## src/rtl/imm_gen_stage.sv

```systemverilog
`default_nettype none
// +----------------------------------------------------------------------------+
// | Module : imm_gen_stage                                                     |
// | Desc   : RISC-V immediate/branch-target decode stage with 2-entry skid     |
// |          buffer. Optional CSR-immediate (Z) format via IMM_GEN_CSR_EN.     |
// | Rev    : 1.0  initial release                                              |
// +----------------------------------------------------------------------------+
module imm_gen_stage #(
    parameter int XLEN = 32,
    parameter int PC_W = XLEN
) (
    input  logic            i_clk,
    input  logic            i_rst_n,
    input  logic            i_valid,
    output logic            o_ready,
    input  logic [31:0]     i_instr,
    input  logic [PC_W-1:0] i_pc,
    input  logic            i_flush,
    output logic            o_valid,
    input  logic            i_ready,
    output logic [XLEN-1:0] o_imm,
    output logic [2:0]      o_fmt,
    output logic [PC_W-1:0] o_target,
    output logic [31:0]     o_instr,
    output logic [PC_W-1:0] o_pc
);

    localparam logic [2:0] C_FMT_NONE = 3'd0;
    localparam logic [2:0] C_FMT_I    = 3'd1;
    localparam logic [2:0] C_FMT_S    = 3'd2;
    localparam logic [2:0] C_FMT_B    = 3'd3;
    localparam logic [2:0] C_FMT_U    = 3'd4;
    localparam logic [2:0] C_FMT_J    = 3'd5;
    localparam logic [2:0] C_FMT_Z    = 3'd6;

    typedef enum logic [1:0] {
        S_EMPTY = 2'd0,
        S_ONE   = 2'd1,
        S_FULL  = 2'd2
    } state_t;

    typedef struct packed {
        logic [XLEN-1:0] imm;
        logic [2:0]      fmt;
        logic [PC_W-1:0] target;
        logic [31:0]     instr;
        logic [PC_W-1:0] pc;
    } entry_t;

    state_t      r_state, w_state_nxt;
    entry_t      r_m, r_k, w_new;
    logic        r_rdy_en;
    logic [31:0] w_imm32;
    logic [2:0]  w_fmt;
    logic        w_accept, w_drain, w_load_m, w_load_k, w_k_to_m;

    // Every format fits a signed 32-bit value; widening to XLEN is one sign-extend.
    always_comb begin
        w_imm32 = 32'd0;
        w_fmt   = C_FMT_NONE;
        case (i_instr[6:0])
            7'b0010011, 7'b0000011, 7'b1100111: begin
                w_fmt   = C_FMT_I;
                w_imm32 = {{20{i_instr[31]}}, i_instr[31:20]};
            end
            7'b0100011: begin
                w_fmt   = C_FMT_S;
                w_imm32 = {{20{i_instr[31]}}, i_instr[31:25], i_instr[11:7]};
            end
            7'b1100011: begin
                w_fmt   = C_FMT_B;
                w_imm32 = {{19{i_instr[31]}}, i_instr[31], i_instr[7],
                           i_instr[30:25], i_instr[11:8], 1'b0};
            end
            7'b0110111, 7'b0010111: begin
                w_fmt   = C_FMT_U;
                w_imm32 = {i_instr[31:12], 12'd0};
            end
            7'b1101111: begin
                w_fmt   = C_FMT_J;
                w_imm32 = {{11{i_instr[31]}}, i_instr[31], i_instr[19:12],
                           i_instr[20], i_instr[30:21], 1'b0};
            end
`ifdef IMM_GEN_CSR_EN
            7'b1110011: begin
                if (i_instr[14]) begin
                    w_fmt   = C_FMT_Z;
                    w_imm32 = {27'd0, i_instr[19:15]};
                end else begin
                    w_fmt   = C_FMT_I;
                    w_imm32 = {{20{i_instr[31]}}, i_instr[31:20]};
                end
            end
`else
            7'b1110011: begin
                w_fmt   = C_FMT_NONE;
                w_imm32 = 32'd0;
            end
`endif
            default: begin
                w_fmt   = C_FMT_NONE;
                w_imm32 = 32'd0;
            end
        endcase
    end

    // NONE carries imm 0, so pc + imm already yields pc; only Z must bypass the add.
    always_comb begin
        w_new.imm    = XLEN'($signed(w_imm32));
        w_new.fmt    = w_fmt;
        w_new.target = (w_fmt == C_FMT_Z) ? i_pc : i_pc + PC_W'($signed(w_imm32));
        w_new.instr  = i_instr;
        w_new.pc     = i_pc;
    end

    assign w_accept = i_valid & o_ready;
    assign w_drain  = o_valid & i_ready;

    always_comb begin
        w_state_nxt = r_state;
        w_load_m    = 1'b0;
        w_load_k    = 1'b0;
        w_k_to_m    = 1'b0;
        case (r_state)
            S_EMPTY: begin
                if (w_accept) begin
                    w_state_nxt = S_ONE;
                    w_load_m    = 1'b1;
                end
            end
            S_ONE: begin
                if (w_accept && w_drain) begin
                    w_load_m = 1'b1;
                end else if (w_accept) begin
                    w_state_nxt = S_FULL;
                    w_load_k    = 1'b1;
                end else if (w_drain) begin
                    w_state_nxt = S_EMPTY;
                end
            end
            S_FULL: begin
                if (w_drain) begin
                    w_state_nxt = S_ONE;
                    w_k_to_m    = 1'b1;
                end
            end
            default: w_state_nxt = S_EMPTY;
        endcase
        if (i_flush) begin
            w_state_nxt = S_EMPTY;
            w_load_m    = 1'b0;
            w_load_k    = 1'b0;
            w_k_to_m    = 1'b0;
        end
    end

    always_ff @(posedge i_clk or negedge i_rst_n) begin
        if (!i_rst_n) begin
            r_state  <= S_EMPTY;
            r_m      <= '0;
            r_k      <= '0;
            r_rdy_en <= 1'b0;
        end else begin
            r_state  <= w_state_nxt;
            r_rdy_en <= 1'b1;
            if (w_load_m) begin
                r_m <= w_new;
            end else if (w_k_to_m) begin
                r_m <= r_k;
            end
            if (w_load_k) begin
                r_k <= w_new;
            end
        end
    end

    // Ready stays low through reset and rises on the first edge after release.
    assign o_ready  = r_rdy_en & (r_state != S_FULL);
    assign o_valid  = (r_state != S_EMPTY);
    assign o_imm    = r_m.imm;
    assign o_fmt    = r_m.fmt;
    assign o_target = r_m.target;
    assign o_instr  = r_m.instr;
    assign o_pc     = r_m.pc;

endmodule
`default_nettype wire
```

## config.mk

```make
export PLATFORM = sky130hd
export DESIGN_NAME = imm_gen_stage
export DESIGN_NICKNAME = d
export VERILOG_FILES = /design/src/rtl/imm_gen_stage.sv
export SDC_FILE = /design/constraint.sdc
export NUM_CORES = 1
export LEC_CHECK = 0
export CAP_MARGIN = 40
export CORE_MARGIN = 3
export CORE_UTILIZATION = 43
export DETAILED_ROUTE_END_ITERATION = 7
export PLACE_DENSITY = 0.66
export SLEW_MARGIN = 20
export SYNTH_ARGS = -nofsm -noshare
export SYNTH_HDL_FRONTEND = slang
export SYNTH_SLANG_ARGS = --single-unit
```

## constraint.sdc

```tcl
create_clock -name i_clk -period 1.9 [get_ports i_clk]
set_clock_uncertainty 0.05 [all_clocks]
set_input_delay 0.57 -clock i_clk [delete_from_list [all_inputs] [get_ports i_clk]]
set_output_delay 0.57 -clock i_clk [all_outputs]
set_load 0.05 [all_outputs]
```

==> results.json <==
{
  "crit-reg2reg-launch": "r_state[0]",
  "postRouteAntennaNets": 0,
  "violations": "negative setup slack",
  "layout_commonest_cell": "dfrtp_1",
  "grt_max_degree": 89,
  "worstSetupEndpointType": "flop",
  "grt-ovfl-total": 0,
  "path_class": "in2reg",
  "rsz0062_at_grt": "yes",
  "ir_worst_vdd_uv": 637,
  "cts_buffers": 29,
  "holdWs_ns": 0.335,
  "setup_ws_ns": -1.66,
  "fin_crit_sh_pct": 187,
  "h-tree-depth": 1,
  "synth_edf_count": 0,
  "drc": 0,
  "postSynthAreaPerCell_sq_um": 10.3,
  "start_util_pct": 44.4,
  "cts_tree": "built",
  "fp.dieH_microns": 177,
  "die_w_microns": 177,
  "clk_pin_slew_ns": 0.06,
  "hold_class": "in2reg",
  "hold_viol_final": 0,
  "synth_fp_nets": 1315,
  "power.total_mw": 19.3,
  "ios": 202,
  "grt_pass1_wl_microns": 66000,
  "nets": 1821,
  "grt_usage_pct": 26.6,
  "fin_util_pct": 77.9,
  "setup.worst_path.start_class": "primary input",
  "holdCritStartpoint": "i_instr[1]",
  "min_delay_path_depth": 3,
  "p_leak_nw": 10.2,
  "regArea_sq_mm": 0.00663,
  "n_antenna_cell": 0,
  "fp-row-count": 61,
  "slew_violations": 0,
  "n_fill_cell": 1652,
  "status": "finished with violations",
  "dr.pass1.iters": 5,
  "dp.cells": 1962,
  "power_density_mw_per_mm2": 877,
  "setup_tns_ns": -78.57,
  "cp-startpoint": "i_instr[2]",
  "synth_seq_cells": 265,
  "via_per_inst": 5.80,
  "fin_crit_ns": 3.56,
  "holdPathEnd": "r_k[33]",
  "worst_skew_pair.late_latency_ns": 0.57,
  "multiInputGateArea_sq_mm": 0.00708,
  "ys.flop_type": "dfrtp_1",
  "reg2reg_depth": 11,
  "root_buffer": "clkbuf_16",
  "r2r_setup_slack_ns": -0.11,
  "fin_cells": 2120,
  "area_delta_synth_final_pct": 75.3,
  "crit_fanout": 7,
  "critPathArrivalTime_ns": 3.93,
  "ys_types": 69,
  "rr_endpoint": "o_target[6]",
  "clkSinkCount": 265,
  "avgRoutedWirePerCell_microns": 23.3,
  "dp_hpwl_microns": 28500,
  "syn_inst": 1214,
  "num_vias": 12300,
  "wl_microns": 49300,
  "async_flop_share_pct": 100,
  "post-place-ws_ns": -2.56,
  "fin_area_sq_mm": 0.0220,
  "final_cell_mix": "265 x dfrtp_1, 252 x buf_4, 162 x nand2_1, 142 x buf_12, 72 x mux2_2",
  "grt_pass1_vias": 11900,
  "drt-initial-drc-count": 896,
  "clockBufferDepth": 3,
  "portBuffers": 201,
  "setup_viol": 189,
  "antenna_found_initial": 0,
  "crit_required_ns": 2.27,
  "placed_area_sq_mm": 0.0181,
  "drive_gt1_share_pct": 51.2,
  "core_sq_mm": 0.0282,
  "max_freq_ghz": 0.281,
  "syn-cell-area_sq_mm": 0.0126,
  "synth_seq_area_share_pct": 52.8,
  "place_congestion": 0.905,
  "die_area_sq_mm": 0.0313,
  "maxCapViolCount": 0,
  "yosysWarnings": 0
}
## flip-flops by register name (all words and copies together), names as in the netlist
| register | flops |
|---|---|
| r_rdy_en | 1 |
| r_state | 2 |
| o_imm | 32 |
| o_instr | 32 |
| r_k | 131 |
| o_target | 32 |
| o_fmt | 3 |
| o_pc | 32 |
## critical path, cell delays in order
cell      delay [ns]
buf_6           0.09
or3_4           0.39
or2_4           0.25
a21oi_4         0.20
or2_4           0.18
buf_12          0.11
and2_4          0.18
ha_4            0.17
and3_4          0.22
nand4_1         0.12
a21o_1          0.22
a21o_1          0.21
a2111o_1        0.41
a31oi_1         0.24
xnor2_1         0.22
o21ai_1         0.12
## how the worst max path moves through the flow
stage | to | slack [ns]
2_1_floorplan | r_k[92] | -1.68
3_3_place_gp | o_target[31] | -2.50
3_5_place_dp | o_target[31] | -2.56
4_1_cts | o_target[29] | -1.41
5_1_grt | r_k[90] | -1.69
6_report | r_k[90] | -1.66
## power by group
group          switching [mW]  internal, mW
clock network            2.37          3.55
logic                    3.15          2.91
registers               0.822          6.50
## metal layers
| layer | vias up | GRT usage, % | share of wire (%) |
|---|---|---|---|
| met4 | 0 | 5.40 | 4.0 |
| li1 | 5352 | - | - |
| met2 | 560 | 45.1 | 49 |
| met3 | 153 | 5.26 | 7.6 |
| met1 | 6228 | 35.7 | 39 |
| met5 | - | 0 | 0 |
## layout make-up
class | instances | area share, %
Clock inverter | 11 | 0.631
Inverter | 34 | 0.591
Tap cell | 378 | 2.15
Timing Repair Buffer | 549 | 30.4
Sequential cell | 265 | 30.1
Clock buffer | 42 | 3.93
Multi-Input combinational cell | 841 | 32.2
## cells in the mapped netlist (3+ instances only)
library cell | count | area, sq um
o21ai_0 | 103 | 515
clkbuf_8 | 3 | 41.3
dfrtp_1 | 265 | 6630
xnor2_1 | 19 | 166
a22oi_1 | 103 | 773
clkbuf_1 | 52 | 195
inv_1 | 34 | 128
buf_6 | 4 | 45.0
a21o_1 | 16 | 120
nand3_1 | 11 | 55.1
o21bai_1 | 3 | 22.5
and3_1 | 3 | 18.8
o211ai_1 | 6 | 45.0
buf_1 | 8 | 30.0
ha_1 | 31 | 388
xor2_1 | 8 | 70.1
nor3b_1 | 3 | 22.5
mux2_2 | 76 | 856
a31oi_1 | 9 | 56.3
nand2_1 | 230 | 863
and2_1 | 8 | 50.1
a21oi_1 | 71 | 355
nor3_1 | 8 | 40.0
nor2b_1 | 19 | 119
buf_2 | 3 | 15.0
mux2i_1 | 13 | 130
nand4_1 | 5 | 31.3
a211o_1 | 3 | 26.3
o21a_1 | 4 | 30.0
a221o_1 | 4 | 40.0
o21ai_1 | 7 | 35.0
a211oi_1 | 21 | 158
nor2_1 | 17 | 63.8
## repair_timing
item | CTS | global route
endpoints found under the hold margin | 36 | 0
cloned | 4 | 16
hold buffers | 1 | 0
pin swaps | 83 | 108
gates resized for setup | 235 | 219
buffers inserted | 43 | 54
endpoints found under the setup margin | 126 | 254
## cells by family (layout without fill, tap and decap cells)
family / count (synthesis) / in the layout / synth area share, %
buf+inv: 108 / 636 / 3.97
compound gates: 371 / 371 / 19.0
other cells: 1 / 1 / 0.0299
mux: 89 / 89 / 7.85
xor+xnor: 28 / 28 / 2.01
fa+ha+maj: 32 / 32 / 3.25
simple gates: 320 / 320 / 11.1
flops: 265 / 265 / 52.8
No activity file was read; power rests on OpenSTA's default activity.
